### src/rtl/ariane_pkg.sv
// Core-wide types: MAC operand-sign modes and the scoreboard tag width.
package ariane_pkg;
    localparam int TRANS_ID_BITS = 3;

    typedef enum logic [1:0] {
        MAC_SS = 2'd0,
        MAC_SU = 2'd1,
        MAC_UU = 2'd2
    } mac_sign_e;

    typedef struct packed {
        mac_sign_e sign;
        logic      sat;
    } mac_mode_t;
endpackage

### src/rtl/riscv_pkg.sv
// Architectural constants shared across the core.
package riscv;
    localparam int XLEN = 32;
endpackage

### src/rtl/simd_dot_lane_mul.sv
// One SIMD lane: extend both operands by one bit according to the sign mode, then multiply signed.
module simd_dot_lane_mul
    import ariane_pkg::*;
#(
    parameter int LANE_W = 8
) (
    input  logic [LANE_W-1:0]          a_i,
    input  logic [LANE_W-1:0]          b_i,
    input  mac_sign_e                  sign_i,
    output logic signed [2*LANE_W+1:0] prod_o
);
    logic signed [LANE_W:0] a_x, b_x;

    // a is signed in SS and SU, b only in SS
    assign a_x    = $signed({(sign_i != MAC_UU) & a_i[LANE_W-1], a_i});
    assign b_x    = $signed({(sign_i == MAC_SS) & b_i[LANE_W-1], b_i});
    assign prod_o = a_x * b_x;
endmodule

### src/rtl/simd_dot_mac.sv
// Three-stage SIMD dot-product accumulate: lane products, adder tree, accumulate with optional saturation.
module simd_dot_mac
    import ariane_pkg::*;
#(
    parameter int XLEN   = riscv::XLEN,
    parameter int LANE_W = 8,
    parameter bit SAT_EN = 1'b1
) (
    input  logic                     clk_i,
    input  logic                     rst_ni,
    input  logic                     mac_valid_i,
    output logic                     mac_ready_o,
    input  logic                     flush_i,
    input  mac_mode_t                mode_i,
    input  logic [XLEN-1:0]          operand_a_i,
    input  logic [XLEN-1:0]          operand_b_i,
    input  logic [XLEN-1:0]          acc_i,
    input  logic [TRANS_ID_BITS-1:0] trans_id_i,
    output logic [XLEN-1:0]          result_o,
    output logic [TRANS_ID_BITS-1:0] trans_id_o,
    output logic                     overflow_o,
    output logic                     mac_valid_o,
    input  logic                     out_ready_i
);
    localparam int N_LANES = XLEN / LANE_W;
    localparam int SUM_W   = 2*LANE_W + $clog2(N_LANES) + 1;
    localparam int PROD_W  = 2*LANE_W + 2;
    // XLEN+1 for the default config; widened when the tree sum alone exceeds XLEN
    localparam int RES_W   = ((SUM_W > XLEN) ? SUM_W : XLEN) + 1;
    localparam int STAGES  = 3;

    logic [STAGES:1] vld_pipe;
    logic            advance, accept;

    logic signed [PROD_W-1:0] prod_d [N_LANES];
    logic signed [PROD_W-1:0] prod_q [N_LANES];
    logic [XLEN-1:0]          acc1_q, acc2_q;
    logic [TRANS_ID_BITS-1:0] tid1_q, tid2_q, tid3_q;
    logic                     sat1_q, sat2_q;
    logic signed [SUM_W-1:0]  sum_d, sum_q;
    logic signed [RES_W-1:0]  wide;
    logic [XLEN-1:0]          res_d, res_q;
    logic                     ovf_d, ovf_q;

    assign advance     = out_ready_i | ~vld_pipe[STAGES];
    assign mac_ready_o = advance & ~flush_i;
    assign accept      = mac_valid_i & mac_ready_o;

    for (genvar i = 0; i < N_LANES; i++) begin : g_lane
        simd_dot_lane_mul #(.LANE_W(LANE_W)) u_mul (
            .a_i    (operand_a_i[i*LANE_W +: LANE_W]),
            .b_i    (operand_b_i[i*LANE_W +: LANE_W]),
            .sign_i (mode_i.sign),
            .prod_o (prod_d[i])
        );
    end

    always_comb begin
        sum_d = '0;
        for (int i = 0; i < N_LANES; i++) sum_d += SUM_W'(prod_q[i]);
    end

    always_comb begin
        wide  = RES_W'($signed(acc2_q)) + RES_W'(sum_q);
        ovf_d = (wide != RES_W'($signed(wide[XLEN-1:0])));
        res_d = wide[XLEN-1:0];
        if (SAT_EN && sat2_q && ovf_d)
            res_d = wide[RES_W-1] ? {1'b1, {(XLEN-1){1'b0}}} : {1'b0, {(XLEN-1){1'b1}}};
    end

    always_ff @(posedge clk_i or negedge rst_ni) begin
        if (!rst_ni) begin
            vld_pipe <= '0;
            for (int i = 0; i < N_LANES; i++) prod_q[i] <= '0;
            acc1_q <= '0; tid1_q <= '0; sat1_q <= 1'b0;
            sum_q  <= '0; acc2_q <= '0; tid2_q <= '0; sat2_q <= 1'b0;
            res_q  <= '0; ovf_q  <= 1'b0; tid3_q <= '0;
        end else begin
            if (flush_i)      vld_pipe <= '0;
            else if (advance) vld_pipe <= {vld_pipe[STAGES-1:1], accept};
            if (advance) begin
                for (int i = 0; i < N_LANES; i++) prod_q[i] <= prod_d[i];
                acc1_q <= acc_i;  tid1_q <= trans_id_i; sat1_q <= mode_i.sat;
                sum_q  <= sum_d;  acc2_q <= acc1_q;     tid2_q <= tid1_q; sat2_q <= sat1_q;
                res_q  <= res_d;  ovf_q  <= ovf_d;      tid3_q <= tid2_q;
            end
        end
    end

    // outputs are forced to zero when no valid result is present
    assign mac_valid_o = vld_pipe[STAGES];
    assign result_o    = vld_pipe[STAGES] ? res_q  : '0;
    assign overflow_o  = vld_pipe[STAGES] & ovf_q;
    assign trans_id_o  = vld_pipe[STAGES] ? tid3_q : '0;
endmodule

### config.mk
export PLATFORM = sky130hd
export DESIGN_NAME = simd_dot_mac
export DESIGN_NICKNAME = d
export VERILOG_FILES = /design/src/rtl/ariane_pkg.sv /design/src/rtl/riscv_pkg.sv /design/src/rtl/simd_dot_lane_mul.sv /design/src/rtl/simd_dot_mac.sv
export SDC_FILE = /design/constraint.sdc
export NUM_CORES = 1
export LEC_CHECK = 0
export ABC_AREA = 1
export CORE_MARGIN = 5
export CORE_UTILIZATION = 55
export DETAILED_ROUTE_END_ITERATION = 8
export PLACE_DENSITY = 0.85
export SYNTH_ARGS = -nofsm -noshare
export SYNTH_HDL_FRONTEND = slang
export SYNTH_HIERARCHICAL = 1
export SYNTH_SLANG_ARGS = --single-unit
### constraint.sdc
create_clock -name clk_i -period 4.81 [get_ports clk_i]
set_input_delay 1.443 -clock clk_i [delete_from_list [all_inputs] [get_ports clk_i]]
set_output_delay 1.443 -clock clk_i [all_outputs]
set_load 0.02 [all_outputs]
## Word level (Yosys, flattened, before mapping)

Cells that the tools add are included.

- Bits in registers: 202
- Bits in latches: 0
- Bits in writable memories: 0
- ROM bits: 0
- Input port bits: 107
- Output and inout port bits: 38
- Logic and storage cells: 48
- Memories kept: 0

- $add $sub $neg: 4
- $mul: 4
- Divide/modulo/power cells: 0
- Order comparisons: 0
- Eq/ne operators: 2
- Shifts and indexed selects: 0
- Muxes and demuxes: 6
- Bitwise logic cells: 14
- Reductions and logical operators: 3

Operator list:

| operator | number |
|---|---|
| 2-to-1 mux 32 bit | 3 |
| multiplier 9 x 9 -> 18 bit | 4 |
| adder 19 x 18 -> 19 bit | 2 |
| adder 32 x 19 -> 33 bit | 1 |
| adder 18 x 18 -> 19 bit | 1 |
| bitwise AND 1 bit | 11 |
| 2-to-1 mux 3 bit | 3 |
| zero test 2 bit | 1 |
| inequality test 2 bit (second input constant) | 1 |
| NOT 1 bit | 2 |
| nonzero test 2 bit | 1 |
| logical AND 1 bit | 1 |
| inequality test 1 bit | 1 |
| bitwise OR 1 bit | 1 |

## Logic depth before layout (Yosys ltp)

- Depth in word-level cells: 6
- Gate-level depth with buffers: 27
- Mapped depth without buffers: 27

## By module

Netlist, hierarchy kept.

By module, submodules not included:

| module | instances | cells an instance | area each (um2) | seq. area each (um2) |
|---|---|---|---|---|
| simd_dot_mac | 1 | 1520 | 11787.6 | 5054.8 |
| simd_dot_lane_mul (g_lane[3].u_mul) | 1 | 452 | 3310.7 | 0.0 |
| simd_dot_lane_mul (g_lane[0].u_mul) | 1 | 456 | 3308.2 | 0.0 |
| simd_dot_lane_mul (g_lane[2].u_mul) | 1 | 451 | 3295.7 | 0.0 |
| simd_dot_lane_mul (g_lane[1].u_mul) | 1 | 451 | 3290.7 | 0.0 |

## Least setup slack after synthesis

Ideal clock, no wire load.

- Path type: in2reg
- Start: in mode_i[1] (netlist name)
- End: reg prod_q[51] (netlist name)
- Library setup time: 0.130 ns
- Arrival: 5.738 ns
- Data required time: 4.680 ns
- Setup slack: -1.058 ns
- Stages: 24
- Buffers on the path: 0
- Cell sequence: inv_1 nand3_2 or2_2 fa_1 fa_1 inv_1 fa_1 fa_1 inv_1 fa_1 inv_1 ha_1 nand2_1 nand2_1 inv_2 o21ai_4 nand2_2 nand2_2 nand2_2 nand2_1 nand2_1 nand2_1 nand2_1 o21ai_0

RTL lines:

| element | RTL line | text |
|---|---|---|
| from (decl) | simd_dot_mac.sv:14 | `input mac_mode_t mode_i,` |
| to (decl) | simd_dot_mac.sv:36 | `logic signed [PROD_W-1:0] prod_q [N_LANES];` |

==> impl_metrics.env <==
export IMPL_numClockSinks=202
export IMPL_crit_top_cell="fa_1"
export IMPL_antenna_found_initial=0
export IMPL_start_kind="primary input"
export IMPL_final_net_count=4287
export IMPL_slew_violations=0
export IMPL_skew_ps=27.3
export IMPL_hold_depth=2
export IMPL_startpoint="mode_i[1]"
export IMPL_violations="setup timing"
export IMPL_firstDrtPassIters=6
export IMPL_ir_drop_mv=0.707
export IMPL_synthTopCellsByCount="nand2_1 (1,065), inv_1 (770), fa_1 (317)"
export IMPL_worst_setup_path_type="in2reg"
export IMPL_p_per_area_nw_per_um2=785
export IMPL_path_max_fanout=4
export IMPL_cts_buffer_depth=3
export IMPL_instances_no_fill=4278
export IMPL_fmax_mhz=184
export IMPL_tritoncts="built"
export IMPL_gp_congestion=0.922
export IMPL_synthXorXnorAreaFrac_pct=2.35
export IMPL_yosysWarnings=6
export IMPL_finalSetupViolCount=41
export IMPL_fillers=3282
export IMPL_yosys_area_share_simple_pct=21.8
export IMPL_synth_edf_count=0
export IMPL_vias_per_cell=5.11
export IMPL_syn_inst=3330
export IMPL_timing_final_crit_share_pct=113
export IMPL_yosysTopAreaCellShare_pct=25.4
export IMPL_dieArea_um2=49800
export IMPL_yosysUniqueCellTypes=42
export IMPL_endpoint_kind="flip-flop"
export IMPL_place_port_buffers=144
export IMPL_die_h_um=223
export IMPL_syn2layout_area_growth_pct=24.4
export IMPL_hold_violations=0
export IMPL_tightest_slew_ps=878
export IMPL_clkPwrFrac_pct=7.2
export IMPL_whs_endpoint="sat2_q$_DFFE_PN0N_"
export IMPL_post_place_ws_ps=-1620
export IMPL_yosys_top_cells_area="fa_1 (25%), dfrtp_1 (20%), nand2_1 (16%)"
export IMPL_synthFlopType="dfrtp_1"
export IMPL_wirelength_um=64700
export IMPL_htree_levels=1
export IMPL_cts_buffers_inserted=23
export IMPL_multi_input_area_um2=17800
export IMPL_avgSynthCellArea_um2=7.51
export IMPL_synth_most_common_cell="nand2_1"
export IMPL_vias=21900
export IMPL_whs_ps=465
export IMPL_grt_max_degree=132
export IMPL_clkLatencyLatePin_ps=540
export IMPL_rr_worst_depth=17
export IMPL_muxShareOfSynthArea_pct=0
export IMPL_r2r_end="sum_q[13]$_DFFE_PN0N_"
export IMPL_yosys_area_top_type="fa_1"
export IMPL_slowest_delay_ps=570
export IMPL_die_w_um=223
export IMPL_fin_setup_tns_ps=-18670
export IMPL_layout_setup_ws_ps=-625
export IMPL_num_antenna_cells=0
export IMPL_rows=78
export IMPL_synth_top_family_by_area="adder cells"
export IMPL_p_sw_share_pct=49.9
export IMPL_hold_buffers=0
export IMPL_grt_total_usage_pct=25.1
export IMPL_path_cells="buf_8 -> buf_6 -> clkinvlp_4 -> buf_6 -> nand3_4 -> or2_4 -> fa_1 -> fa_1 -> inv_1 -> fa_1 -> fa_1 -> inv_2 -> fa_1 -> inv_2 -> ha_4 -> buf_4 -> nand3_2 -> nand2_2 -> xor2_2 -> nand2_1 -> o21ai_1"
export IMPL_dpl_cell_count=4206
export IMPL_rsz0062_at_grt="yes"
export IMPL_async_flop_share_pct=100
export IMPL_hpwl_um=49800
export IMPL_maxCapViolCount=0
export IMPL_ff_latch_area_um2=5050
export IMPL_first_global_vias=22700
export IMPL_grt_pass1_wl_um=105000
export IMPL_fin_area_um2=31100
export IMPL_holdCritStartpoint="sat1_q$_DFFE_PN0N_"
export IMPL_required_ps=5260
export IMPL_reg2reg_from="prod_q[1]$_DFFE_PN0N_"
export IMPL_synth_seq_cells=202
export IMPL_synth_compound_area_share_pct=6.33
export IMPL_grt_overflow=0
export IMPL_seqPwrFrac_pct=11.2
export IMPL_total_power_mw=24.4
export IMPL_outcome="finished with violations"
export IMPL_cts_root_buf="clkbuf_16"
export IMPL_crit_slowest_cell="fa_1"
export IMPL_p_switching_mw=12.2
export IMPL_syn_nets=3956
export IMPL_core_um2=45200
export IMPL_placed_cell_area_um2=29400
export IMPL_p_comb_share_pct=81.6
export IMPL_internal_power_mw=12.2
export IMPL_utilization_pct=68.8
export IMPL_critPathArrivalTime_ps=5890
export IMPL_clkTransAtPathRegs_ps=70
export IMPL_holdCritPathClass="reg2reg"
export IMPL_drive_gt1_share_pct=18.6
export IMPL_drtIter0Drc=1610
export IMPL_synth_seq_area_share_pct=20.2
export IMPL_ant_nets=0
export IMPL_rrSetupSlack_ps=910
export IMPL_wl_per_cell_um=15.1
export IMPL_start_util_pct=55.3
export IMPL_slew_headroom_pct=41.5
export IMPL_syn_area_um2=25000
export IMPL_synth_adder_area_share_pct=35.5
export IMPL_power_leakage_nw=17.7
export IMPL_route_detailed_drc=0
export IMPL_fin_crit_ps=5430
export IMPL_io_pins=145
cell families (layout without fill, tap and decap cells):
kind of cell             after synthesis  after routing
AO/OA/AOI/OAI                        258            258
AND/OR/NAND/NOR                     1375           1375
buffers and inverters                909           1257
adder cells (fa/ha/maj)              519            519
XOR/XNOR                              67             67
flip-flops                           202            202
final cells by class:
cell class / count / area share [%]
sequential: 202 / 16.3
clock buffer: 32 / 2.19
tap: 600 / 2.42
multi-input combinational: 2219 / 57.4
clock inverter: 10 / 0.266
timing repair buffer: 420 / 11.7
inverter: 795 / 9.84
sequential cells by signal, summed over array words and instances (netlist names):
name	flops
acc1_q	32
acc2_q	32
ovf_q	1
prod_q	72
res_q	32
sat1_q	1
sat2_q	1
sum_q	19
tid1_q	3
tid2_q	3
tid3_q	3
vld_pipe	3
per-layer routing:
layer  track usage [%]  wire length, um  part of all wire (%)
met5                 0                0                     0
met4              7.77             2220                   3.4
met3              2.53             3240                   5.0
met2              46.6            34000                    53
met1              30.7            25200                    39
worst max path at each step:
stage	to	slack, ps
floorplan	prod_q[51]$_DFFE_PN0N_	-710
global placement	prod_q[51]$_DFFE_PN0N_	-1460
detailed placement	prod_q[71]$_DFFE_PN0N_	-1620
CTS	prod_q[50]$_DFFE_PN0N_	-540
global route	prod_q[46]$_DFFE_PN0N_	-750
finish	prod_q[46]$_DFFE_PN0N_	-620
worst max-delay path, delay by kind of cell:
| family | cells | cell delay, ps |
|---|---|---|
| xor+xnor | 1 | 160 |
| fa+ha+maj | 6 | 2790 |
| simple gates | 5 | 630 |
| compound gates | 1 | 160 |
| buf+inv | 8 | 700 |
power groups by stage:
stage	clock [mW]	sequential, mW	combinational [mW]
after floorplan	0	2.66	13.5
after CTS	1.77	2.73	18.8
after detailed placement	0	2.75	18.2
after global routing	1.85	2.79	22.3
final	1.76	2.74	19.9
after global placement	0	2.73	17.6
timing repair:
item	CTS	global route
pin swaps	93	69
gates resized for setup	194	131
setup buffers	12	19
setup endpoints to repair	48	44
layout by cell type (no fill, tap or decap), types with 25 or more instances in the layout:
cell type	instances
buf_4	235
nand3_1	63
a21oi_2	45
clkdlybuf4s50_1	78
xor2_1	37
inv_1	729
nand2_2	53
nor2_2	25
dfrtp_1	202
fa_1	292
a21oi_1	61
ha_1	141
o21ai_0	54
buf_6	35
fa_2	25
nand2_1	1027
nor2_1	136
dlygate4sd2_1	32
inv_2	50
xnor2_1	26
ha_4	59
o21ai_1	34
Power figures use the tool's default switching activity.
